## src/rtl/csr_access_unit.sv

```systemverilog
// Zicsr initiator: probes a CSR with a non-modifying read, then issues an
// optional set/clear write and returns the old value to the pipeline.
module csr_access_unit #(
  parameter bit RO_CHECK = 1'b1
) (
  input  logic        clk_i,
  input  logic        rst_i,
  input  logic        req_valid_i,
  output logic        req_ready_o,
  input  logic [1:0]  req_op_i,
  input  logic [11:0] req_addr_i,
  input  logic [31:0] req_wdata_i,
  input  logic        req_nowr_i,
  output logic        rsp_valid_o,
  input  logic        rsp_ready_i,
  output logic [31:0] rsp_rdata_o,
  output logic        rsp_illegal_o,
  output logic        csr_en_o,
  output logic [11:0] csr_addr_o,
  output logic [31:0] csr_set_o,
  output logic [31:0] csr_clear_o,
  input  logic        csr_ack_i,
  input  logic [31:0] csr_value_i
);

  typedef enum logic [1:0] {IDLE, READ, WRITE, RESP} state_t;

  localparam logic [1:0] OP_RW = 2'b01;
  localparam logic [1:0] OP_RS = 2'b10;

  state_t      state, state_d;
  logic [1:0]  op_q, op_d;
  logic [11:0] addr_q, addr_d;
  logic [31:0] wdata_q, wdata_d;
  logic        nowr_q, nowr_d;
  logic [31:0] rdata_q, rdata_d;
  logic        illegal_q, illegal_d;
  logic        en_q, en_d;
  logic [11:0] bus_addr_q, bus_addr_d;
  logic [31:0] set_q, set_d;
  logic [31:0] clear_q, clear_d;
  logic        wr_req;
  logic        bad;

  assign wr_req = (op_q == OP_RW) || !nowr_q;
  assign bad    = !csr_ack_i ||
                  (RO_CHECK && (addr_q[11:10] == 2'b11) && wr_req);

  always_comb begin
    state_d    = state;
    op_d       = op_q;
    addr_d     = addr_q;
    wdata_d    = wdata_q;
    nowr_d     = nowr_q;
    rdata_d    = rdata_q;
    illegal_d  = illegal_q;
    en_d       = 1'b0;
    bus_addr_d = bus_addr_q;
    set_d      = '0;
    clear_d    = '0;
    unique case (state)
      IDLE: begin
        if (req_valid_i) begin
          op_d    = req_op_i;
          addr_d  = req_addr_i;
          wdata_d = req_wdata_i;
          nowr_d  = req_nowr_i;
          if (req_op_i == 2'b00) begin
            illegal_d = 1'b1;
            rdata_d   = '0;
            state_d   = RESP;
          end else begin
            en_d       = 1'b1;
            bus_addr_d = req_addr_i;
            state_d    = READ;
          end
        end
      end
      READ: begin
        if (bad) begin
          illegal_d = 1'b1;
          rdata_d   = '0;
          state_d   = RESP;
        end else begin
          illegal_d = 1'b0;
          rdata_d   = csr_value_i;
          if (wr_req) begin
            // registered so the write strobe appears cleanly in WRITE
            en_d    = 1'b1;
            state_d = WRITE;
            unique case (op_q)
              OP_RW: begin
                set_d   = wdata_q;
                clear_d = ~wdata_q;
              end
              OP_RS: set_d = wdata_q;
              default: clear_d = wdata_q;
            endcase
          end else begin
            state_d = RESP;
          end
        end
      end
      WRITE: state_d = RESP;
      RESP: begin
        if (rsp_ready_i) state_d = IDLE;
      end
      default: state_d = IDLE;
    endcase
  end

  always_ff @(posedge clk_i) begin
    if (rst_i) begin
      state      <= IDLE;
      op_q       <= '0;
      addr_q     <= '0;
      wdata_q    <= '0;
      nowr_q     <= 1'b0;
      rdata_q    <= '0;
      illegal_q  <= 1'b0;
      en_q       <= 1'b0;
      bus_addr_q <= '0;
      set_q      <= '0;
      clear_q    <= '0;
    end else begin
      state      <= state_d;
      op_q       <= op_d;
      addr_q     <= addr_d;
      wdata_q    <= wdata_d;
      nowr_q     <= nowr_d;
      rdata_q    <= rdata_d;
      illegal_q  <= illegal_d;
      en_q       <= en_d;
      bus_addr_q <= bus_addr_d;
      set_q      <= set_d;
      clear_q    <= clear_d;
    end
  end

  assign req_ready_o   = (state == IDLE);
  assign rsp_valid_o   = (state == RESP);
  assign rsp_rdata_o   = rdata_q;
  assign rsp_illegal_o = illegal_q;
  assign csr_en_o      = en_q;
  assign csr_addr_o    = bus_addr_q;
  assign csr_set_o     = set_q;
  assign csr_clear_o   = clear_q;

endmodule

```

## config.mk

```make
export PLATFORM = sky130hd
export DESIGN_NAME = csr_access_unit
export DESIGN_NICKNAME = d
export VERILOG_FILES = /design/src/rtl/csr_access_unit.sv
export SDC_FILE = /design/constraint.sdc
export NUM_CORES = 1
export LEC_CHECK = 0
export ABC_CLOCK_PERIOD_IN_PS = 4000
export BUFFER_PORTS_ARGS = -buffer_cell sky130_fd_sc_hd__buf_2
export CELL_PAD_IN_SITES_DETAIL_PLACEMENT = 0
export CELL_PAD_IN_SITES_GLOBAL_PLACEMENT = 1
export CORE_MARGIN = 2
export CORE_UTILIZATION = 39
export CTS_CLUSTER_DIAMETER = 120
export DETAILED_ROUTE_END_ITERATION = 8
export GPL_ROUTABILITY_DRIVEN = 1
export PLACE_DENSITY = 0.9
export SYNTH_ARGS = -nofsm -noshare
export SYNTH_HDL_FRONTEND = slang
export SYNTH_SLANG_ARGS = --single-unit
```

## constraint.sdc

```tcl
create_clock -name clk_i -period 4 [get_ports clk_i]
set_clock_uncertainty 0.1 [all_clocks]
set_input_delay 0.8 -clock clk_i [delete_from_list [all_inputs] [get_ports clk_i]]
set_output_delay 0.8 -clock clk_i [all_outputs]
set_load 0.1 [all_outputs]
```

==> impl_metrics.env, run 1 <==
export IMPL_ir_worst_vdd_v=0.000269
export IMPL_vias_per_cell=4.77
export IMPL_htree_num_levels=4
export IMPL_synth_edf_count=0
export IMPL_clk_path_buf_depth=2
export IMPL_antenna_cells=0
export IMPL_clkTransAtPathRegs_ns=0.06
export IMPL_antenna_found_initial=0
export IMPL_status="finished clean"
export IMPL_rsz0062_at_grt="no"
export IMPL_final_cells=929
export IMPL_post_synth_top_count_cell="dfxtp_1"
export IMPL_dpl_hpwl_mm=9.13
export IMPL_syn_area_um2=5520
export IMPL_die_y_um=123
export IMPL_crit_path_top_delay_cell="buf_2"
export IMPL_worst_pin_slew_ns=0.958
export IMPL_numPortBuffers=195
export IMPL_overflow=0
export IMPL_synth_warning_count=0
export IMPL_cp_arrival_ns=1.68
export IMPL_dieArea_um2=15100
export IMPL_syn_inst=556
export IMPL_tritoncts="built"
export IMPL_initial_core_util_pct=39.9
export IMPL_postCtsSetupBuffers=0
export IMPL_dp_cells=897
export IMPL_first_pass_iters=5
export IMPL_hold_viol_final=0
export IMPL_via_count=4433
export IMPL_period_minus_slack_ns=2.58
export IMPL_cts_buffers=17
export IMPL_reg2reg_depth=6
export IMPL_slew_viol_final=0
export IMPL_synth_area_leaders="dfxtp_1, o32ai_2, mux2i_1, nand2_1, nor3b_1"
export IMPL_fin_crit_sh_pct=64.6
export IMPL_gp_congestion=0.811
export IMPL_worstHoldPathCells=2
export IMPL_hold_path_class="register to register"
export IMPL_path_cells="inv_1, ha_1, buf_2"
export IMPL_synthToLayoutAreaGrowth_pct=30.5
export IMPL_yosysTopAreaCellShare_pct=54.1
export IMPL_path_delay_family="buffers and inverters"
export IMPL_cp_max_fo=8
export IMPL_drt_initial_drc_count=162
export IMPL_ys_flop_type="dfxtp_1"
export IMPL_final_nets=825
export IMPL_power_density_nw_per_um2=634
export IMPL_layout_drive_gt1_share_pct=36.2
export IMPL_fmaxAchievable_mhz=387
export IMPL_cpPeakStageDelay_ns=0.49
export IMPL_core_area_um2=13800
export IMPL_syn_num_nets=645
export IMPL_fin_area_um2=7200
export IMPL_grt_total_usage_pct=17.8
export IMPL_seq_area_frac_synth_pct=54.1
export IMPL_grt_pass1_wl_mm=20.8
export IMPL_crit_required_ns=3.10
export IMPL_syn_area_per_cell_um2=9.92
export IMPL_cp_depth=3
export IMPL_cts_root_buf="clkbuf_16"
export IMPL_yosysTopAreaCell="dfxtp_1"
export IMPL_path_class="register to output pin"
export IMPL_fp_dieW_um=123
export IMPL_path_buf_inv=2
export IMPL_io_pins=196
export IMPL_finalSetupViolCount=0
export IMPL_grt_pass1_vias=4308
export IMPL_wl_per_cell_um=14.6
export IMPL_ys_ff_latch=149
export IMPL_endpoint_kind="output pin"
export IMPL_slew_headroom_pct=36.2
export IMPL_drcViolationCount=0
export IMPL_num_rows=43
export IMPL_dpl_cell_area_um2=6600
export IMPL_cts_resized=0
export IMPL_worst_skew_pair_late_latency_ns=0.41
export IMPL_synth_cell_types=31
export IMPL_n_fill_cell=1281
export IMPL_tns_ns=0
export IMPL_synth_top_cells_by_count="dfxtp_1, nand2_1, nor2_1, mux2i_1, a21oi_1"
export IMPL_grt_start_max_net_pins=65
export IMPL_clkSinkCount=149
export IMPL_p_leak_nw=3.13
export IMPL_antenna_left=0
export IMPL_cts_hold_buffers=0
export IMPL_drt_total_wl_mm=13.6
export IMPL_async_flop_share_pct=0
export IMPL_start_kind="register"
export IMPL_maxCapViolCount=0
## sequential cells by signal (all words and copies together), names as in the netlist
signal / cells
csr_addr_o: 12
wdata_q: 32
op_q: 2
csr_en_o: 1
nowr_q: 1
csr_clear_o: 32
rsp_rdata_o: 32
addr_q: 2
csr_set_o: 32
rsp_illegal_o: 1
state: 2
## final timing paths
| kind | start | endpoint | slack [ns] |
|---|---|---|---|
| setup / recovery | state[1]$_SDFFE_PP0P_ | req_ready_o | 1.42 |
| hold / removal | addr_q[10]$_SDFFE_PP0P_ | addr_q[10]$_SDFFE_PP0P_ | 0.36 |
| setup reg to reg | state[0]$_SDFFE_PP0P_ | rsp_rdata_o[18]$_SDFFE_PP0P_ | 1.50 |
| hold reg to reg | addr_q[10]$_SDFFE_PP0P_ | addr_q[10]$_SDFFE_PP0P_ | 0.36 |
## cells in the final DEF, fill, tap and decap left out, drive strengths merged, types with 6 or more instances in the layout
cell type and n:
nand2 108, inv 40, dfxtp 149, mux2i 45
buf 204, nor2 46, nor3b 32, clkinv 6
clkbuf 19, o32ai 32, a21oi 38
## tightest hold or removal path, delay by kind of cell, from the launching register on
kind             cells  cell delay, ns
AND/OR/NAND/NOR      1            0.05
flip-flops           1            0.31
AO/OA/AOI/OAI        1            0.05
## power by group
part / internal, mW / total, mW / switching (mW)
clock: 0.959 / 1.59 / 0.630
sequential: 1.61 / 1.70 / 0.0903
combinational: 0.325 / 1.27 / 0.943
## layer usage
layer	track usage (%)	up-vias	part of all wire [%]
met5	0	-	0
met4	8.26	0	2.3
met3	5.21	23	6.3
met2	29.6	134	48
met1	21.1	2066	43
li1	-	2210	-
## area by class of cell
type                    instances  area (µm²)  area share [%]
multi-input cells             327        2210            30.7
well taps                     180         225            3.13
repair buffers                204        1050            14.5
flip-flops and latches        149        2980            41.4
inverters                      37         139            1.93
clock buffers                  19         453            6.29
clock inverters                13         146            2.03
## logic make-up after synthesis
family,Yosys count,share of synthesized area [%]
compound gates,78,14.0
fa+ha+maj,5,1.13
buf+inv,80,6.19
flops,149,54.1
mux,45,8.17
simple gates,199,16.4
## metrics by stage
stage / hold WS (ns) / setup slack [ns] / utilization (%) / power, mW
floorplan: 0.336 / 1.60 / - / 2.78
global placement: 0.344 / 1.47 / 47.7 / 2.98
detailed placement: 0.347 / 1.42 / 47.7 / 3.01
CTS: 0.355 / 1.42 / 52.1 / 4.62
global route: 0.374 / 1.33 / 52.1 / 4.77
finish: 0.356 / 1.42 / 52.1 / 4.56
Power figures use the tool's default switching activity.
==> inputs of run 2 (changes only) <==
- ABC_AREA: not set -> 1
- ABC_CLOCK_PERIOD_IN_PS: 4000 -> 2300
- CORE_UTILIZATION: 39 -> 32
- PLACE_DENSITY: 0.9 -> 0.83
- clock period: 4 -> 2.3 ns (I/O delays scaled with it)
==> impl_metrics.env, run 2 <==
export IMPL_worstHoldPathCells=3
export IMPL_start_kind="register"
export IMPL_postCtsSetupBuffers=0
export IMPL_ir_worst_vdd_v=0.000558
export IMPL_yosysTopAreaCell="dfxtp_1"
export IMPL_via_count=5098
export IMPL_dieArea_um2=18800
export IMPL_path_cells="inv_1, ha_2, buf_2"
export IMPL_core_area_um2=17300
export IMPL_final_cells=1140
export IMPL_synth_edf_count=0
export IMPL_synthMuxAreaShare_pct=0
export IMPL_rsz0062_at_grt="no"
export IMPL_drt_initial_drc_count=206
export IMPL_syn_area_per_cell_um2=7.87
export IMPL_async_flop_share_pct=0
export IMPL_synthSimpleGateAreaFrac_pct=30.2
export IMPL_tritoncts="built"
export IMPL_ys_flop_type="dfxtp_1"
export IMPL_dp_cells=1108
export IMPL_fmaxAchievable_mhz=471
export IMPL_numPortBuffers=195
export IMPL_clk_path_buf_depth=2
export IMPL_min_to="csr_addr_o[0]$_SDFFE_PP0P_"
export IMPL_clkTransAtPathRegs_ns=0.06
export IMPL_slew_headroom_pct=65.5
export IMPL_syn_inst=719
export IMPL_yosysTopAreaCellShare_pct=52.7
export IMPL_hold_viol_final=0
export IMPL_fin_crit_sh_pct=92.2
export IMPL_power_density_nw_per_um2=1190
export IMPL_overflow=0
export IMPL_grt_start_max_net_pins=37
export IMPL_cts_resized=0
export IMPL_dpl_cell_area_um2=6820
export IMPL_period_minus_slack_ns=2.12
export IMPL_fin_area_um2=7410
export IMPL_seqPwrFrac_pct=35.4
export IMPL_vias_per_cell=4.47
export IMPL_io_pins=196
export IMPL_ys_ff_latch=149
export IMPL_endpoint_kind="output pin"
export IMPL_cts_buffers=17
export IMPL_final_nets=991
export IMPL_grt_pass1_vias=4773
export IMPL_hp_start="req_addr_i[0]"
export IMPL_syn_num_nets=808
export IMPL_tns_ns=0
export IMPL_status="finished clean"
export IMPL_synth_adder_area_share_pct=1.11
export IMPL_reg2reg_from="op_q[1]$_SDFFE_PP0P_"
export IMPL_hold_path_class="input port to register"
export IMPL_maxCapViolCount=0
export IMPL_seq_area_frac_synth_pct=52.7
export IMPL_reg2reg_depth=8
export IMPL_synth_warning_count=0
export IMPL_worst_skew_pair_late_latency_ns=0.42
export IMPL_clkSinkCount=149
export IMPL_synthToLayoutAreaGrowth_pct=30.9
export IMPL_synth_cell_types=26
export IMPL_r2r_end="csr_set_o[2]$_SDFF_PP0_"
export IMPL_grt_pass1_wl_mm=23.9
export IMPL_synth_top_cells_by_count="nor2_1, dfxtp_1, nand2_1, o21ai_0, inv_1"
export IMPL_finalSetupViolCount=0
export IMPL_p_switching_mw=3.61
export IMPL_antenna_cells=0
export IMPL_cpPeakStageDelay_ns=0.45
export IMPL_drt_total_wl_mm=15.4
export IMPL_pwr_share_clk_pct=31.0
export IMPL_p_leak_nw=3.30
export IMPL_comb_power_share_pct=33.6
export IMPL_synth_top_family_by_area="simple AND/OR/NAND/NOR gates"
export IMPL_die_y_um=137
export IMPL_wl_per_cell_um=13.5
export IMPL_synth_area_leaders="dfxtp_1, nor2_1, o21ai_0, nor3b_1, a21oi_1"
export IMPL_r2r_slack_ns=0.34
export IMPL_final_common_cell="nor2_1"
export IMPL_gp_congestion=0.752
export IMPL_netSwitchingFraction_pct=41.1
export IMPL_cp_max_fo=5
export IMPL_cp_arrival_ns=1.56
export IMPL_crit_path_top_delay_cell="buf_2"
export IMPL_syn_area_um2=5660
export IMPL_slew_viol_final=0
export IMPL_crit_required_ns=1.74
export IMPL_path_class="register to output pin"
export IMPL_post_synth_top_count_cell="nor2_1"
export IMPL_synth_xor_area_share_pct=0
export IMPL_cts_hold_buffers=0
export IMPL_dpl_hpwl_mm=10.5
export IMPL_antenna_left=0
export IMPL_fp_dieW_um=137
export IMPL_design_power_total_mw=8.80
export IMPL_first_pass_iters=5
export IMPL_layout_common_cells="nor2_1, buf_2, dfxtp_1"
export IMPL_synth_compound_area_share_pct=8.13
export IMPL_grt_total_usage_pct=16.5
export IMPL_layout_drive_gt1_share_pct=31.5
export IMPL_antenna_found_initial=0
export IMPL_drcViolationCount=0
export IMPL_num_rows=48
export IMPL_cellInternalPower_mw=5.18
export IMPL_cts_root_buf="clkbuf_16"
export IMPL_initial_core_util_pct=32.7
export IMPL_worst_pin_slew_ns=0.517
export IMPL_htree_num_levels=4
[run 2: cell count changes in the layout (fill, tap and decap cells not counted), moves of 21 or more]
cell     previous run  this run
o32ai_2            30         0
mux2i_1            45         0
nor2_1             46       221
nand3_1             1        22
o21ai_0             0        46
or2_2               1        29
nand2_1           108        47
[run 2: cell type report]
class / count / area, µm²
fill: 1793 / 9890
sequential: 149 / 2980
multi-input combinational: 471 / 2230
timing repair buffer: 213 / 1140
clock buffer: 19 / 443
tap: 225 / 282
inverter: 50 / 188
clock inverter: 13 / 144
[run 2: worst max path at each step]
stage / end / start
global route: req_ready_o / state[1]$_SDFFE_PP0P_
global placement: csr_addr_o[11]$_SDFFE_PP0P_ / state[0]$_SDFFE_PP0P_
CTS: req_ready_o / state[1]$_SDFFE_PP0P_
floorplan: rsp_rdata_o[10]$_SDFFE_PP0P_ / state[1]$_SDFFE_PP0P_
detailed placement: csr_set_o[10]$_SDFF_PP0_ / op_q[1]$_SDFFE_PP0P_
finish: req_ready_o / state[1]$_SDFFE_PP0P_
[run 2: kinds of logic after synthesis]
group	Yosys count
AND/OR/NAND/NOR	374
AO/OA/AOI/OAI	92
flip-flops	149
adder cells (fa/ha/maj)	5
buffers and inverters	99
[run 2: metal layers]
layer / part of all wire [%] / global-route usage, % / up-vias / wire, µm
met5: 0 / 0 / - / 0
met4: 0.69 / 5.56 / 0 / 106
met3: 7.5 / 5.48 / 6 / 1150
li1: - / - / 2634 / -
met2: 47 / 27.5 / 143 / 7190
met1: 45 / 20.1 / 2315 / 6930
[run 2: worst max-delay path: cells and delay by family (launching register included)]
| kind | cells | cell delay, ns |
|---|---|---|
| adders and majority gates | 1 | 0.25 |
| DFF | 1 | 0.33 |
| buffers and inverters | 2 | 0.57 |
[run 2: metrics by stage]
step | setup slack, ns | utilization [%] | hold slack (ns)
5_1_grt | 0.104 | 42.8 | 0.153
3_5_place_dp | 0.318 | 39.4 | 0.354
3_3_place_gp | 0.386 | 39.4 | 0.347
6_report | 0.178 | 42.8 | 0.162
2_1_floorplan | 0.326 | - | 0.333
4_1_cts | 0.141 | 42.8 | 0.141
[run 2: power by group through the flow]
stage                     Sequential, mW  Clock, mW  Combinational, mW
after floorplan                     3.96          0               1.57
after global placement              3.16          0               2.97
after detailed placement            3.17          0               2.98
after CTS                           3.11       2.80               2.99
after global routing                3.16       2.90               3.25
final                               3.11       2.72               2.96
==> inputs of run 3 (changes only) <==
- CORE_ASPECT_RATIO: not set -> 1.75
- CORE_UTILIZATION: 32 -> 33
- CTS_BUF_LIST: not set -> sky130_fd_sc_hd__clkbuf_4 sky130_fd_sc_hd__clkbuf_8
- PLACE_DENSITY: 0.83 -> 0.85
==> impl_metrics.env, run 3 (synthesis gave the netlist of run 2 again) <==
export IMPL_hold_viol_final=0
export IMPL_crit_path_top_delay_cell="buf_2"
export IMPL_cts_root_buf="clkbuf_8"
export IMPL_r2r_slack_ns=0.54
export IMPL_pwr_share_clk_pct=24.3
export IMPL_numPortBuffers=195
export IMPL_first_pass_iters=4
export IMPL_grt_pass1_wl_mm=25.2
export IMPL_cellInternalPower_mw=4.50
export IMPL_final_nets=989
export IMPL_tns_ns=0
export IMPL_grt_pass1_vias=5032
export IMPL_antenna_found_initial=4
export IMPL_critPathCapture="req_ready_o"
export IMPL_r2r_end="csr_set_o[19]$_SDFF_PP0_"
export IMPL_clkTransAtPathRegs_ns=0.09
export IMPL_cts_hold_buffers=0
export IMPL_ir_worst_vdd_v=0.000457
export IMPL_n_fill_cell=1823
export IMPL_clk_path_buf_depth=2
export IMPL_antenna_left=0
export IMPL_reg2reg_from="op_q[1]$_SDFFE_PP0P_"
export IMPL_crit_path_start="state[1]$_SDFFE_PP0P_"
export IMPL_maxCapViolCount=0
export IMPL_period_minus_slack_ns=2.13
export IMPL_hold_path_class="input port to register"
export IMPL_comb_power_share_pct=36.8
export IMPL_num_rows=63
export IMPL_drcViolationCount=0
export IMPL_die_y_um=177
export IMPL_reg2reg_depth=8
export IMPL_wl_per_cell_um=13.9
export IMPL_seqPwrFrac_pct=38.9
export IMPL_drt_total_wl_mm=15.9
export IMPL_grt_start_max_net_pins=39
export IMPL_fmaxAchievable_mhz=469
export IMPL_path_class="register to output pin"
export IMPL_cpPeakStageDelay_ns=0.45
export IMPL_io_pins=196
export IMPL_core_area_um2=16900
export IMPL_cts_resized=0
export IMPL_status="finished clean"
export IMPL_vias_per_cell=4.49
export IMPL_htree_num_levels=4
export IMPL_final_common_cell="nor2_1"
export IMPL_synthToLayoutAreaGrowth_pct=27.2
export IMPL_netSwitchingFraction_pct=43.9
export IMPL_worst_pin_slew_ns=0.512
export IMPL_gp_congestion=0.770
export IMPL_cts_buffers=17
export IMPL_layout_common_cells="nor2_1, buf_2, dfxtp_1"
export IMPL_endpoint_kind="output pin"
export IMPL_dieArea_um2=18300
export IMPL_path_cells="inv_1, ha_2, buf_2"
export IMPL_postCtsSetupBuffers=0
export IMPL_cp_max_fo=5
export IMPL_finalSetupViolCount=0
export IMPL_fin_crit_sh_pct=92.7
export IMPL_rsz0062_at_grt="no"
export IMPL_timing_final_ws_setup_ns=0.167
export IMPL_p_switching_mw=3.52
export IMPL_power_density_nw_per_um2=1110
export IMPL_grt_total_usage_pct=17.9
export IMPL_drt_initial_drc_count=162
export IMPL_overflow=0
export IMPL_clkSinkCount=149
export IMPL_start_kind="register"
export IMPL_cp_arrival_ns=1.57
export IMPL_holdWs_ns=0.146
export IMPL_p_leak_nw=3.20
export IMPL_via_count=5142
export IMPL_slew_viol_final=0
export IMPL_dpl_hpwl_mm=10.9
export IMPL_layout_drive_gt1_share_pct=31.4
export IMPL_worst_skew_pair_late_latency_ns=0.43
export IMPL_slew_headroom_pct=66.1
export IMPL_pre_cts_ws_ns=0.526
export IMPL_fp_dieW_um=103
export IMPL_crit_required_ns=1.74
export IMPL_tritoncts="built"
export IMPL_initial_core_util_pct=33.6
-- run 3: changes by cell type in the layout (fill, tap and decap cells not counted), sizes merged --
cell      before  now
clkbuf        19   17
diode          0    5
clkinvlp       3    2
buf          213  211
inv           54   56
-- run 3: per-stage QoR --
step	instances	util (%)	power [mW]	instance area, µm²
global placement	1108	40.4	6.13	6810
global route	1142	42.6	8.55	7190
floorplan	719	-	5.52	5660
detailed placement	1108	40.4	6.17	6810
finish	1144	42.7	8.01	7200
CTS	1139	42.6	8.14	7190
-- run 3: layout make-up --
type / count / area, µm² / area share, %
clock buffer: 17 / 234 / 3.25
sequential: 149 / 2980 / 41.4
timing repair buffer: 211 / 1120 / 15.6
antenna: 5 / 12.5 / 0.174
clock inverter: 14 / 143 / 1.98
tap: 227 / 284 / 3.95
inverter: 50 / 188 / 2.61
multi-input combinational: 471 / 2230 / 31.0
-- run 3: worst min-delay path by stage --
stage,startpoint,endpoint,slack [ns],depth (start not counted)
2_1_floorplan,op_q[1]$_SDFFE_PP0P_,op_q[1]$_SDFFE_PP0P_,0.33,2
3_3_place_gp,wdata_q[30]$_SDFFE_PP0P_,csr_clear_o[30]$_SDFF_PP0_,0.34,2
3_5_place_dp,csr_addr_o[11]$_SDFFE_PP0P_,csr_addr_o[11]$_SDFFE_PP0P_,0.36,2
4_1_cts,req_addr_i[1],csr_addr_o[1]$_SDFFE_PP0P_,0.12,3
5_1_grt,req_addr_i[0],csr_addr_o[0]$_SDFFE_PP0P_,0.12,3
6_report,req_addr_i[1],csr_addr_o[1]$_SDFFE_PP0P_,0.15,3
-- run 3: worst max-delay path: cells and delay by family, from the launching register on --
| kind | cells | cell delay [ns] |
|---|---|---|
| adder cells (fa/ha/maj) | 1 | 0.25 |
| buffers and inverters | 2 | 0.57 |
| flip-flops | 1 | 0.33 |
-- run 3: power by group through the flow --
stage / Clock [mW] / Sequential (mW) / Combinational, mW
finish: 1.95 / 3.12 / 2.95
global route: 2.14 / 3.17 / 3.24
CTS: 2.02 / 3.12 / 3.00
detailed placement: 0 / 3.17 / 2.99
global placement: 0 / 3.17 / 2.97
floorplan: 0 / 3.96 / 1.57
-- run 3: routing by layer --
layer,track usage (%),vias to the layer above,wire length [µm]
met4,7.68,0,444
met2,32.0,133,8490
met3,4.34,24,724
met5,0,-,0
met1,19.7,2354,6290
li1,-,2631,-
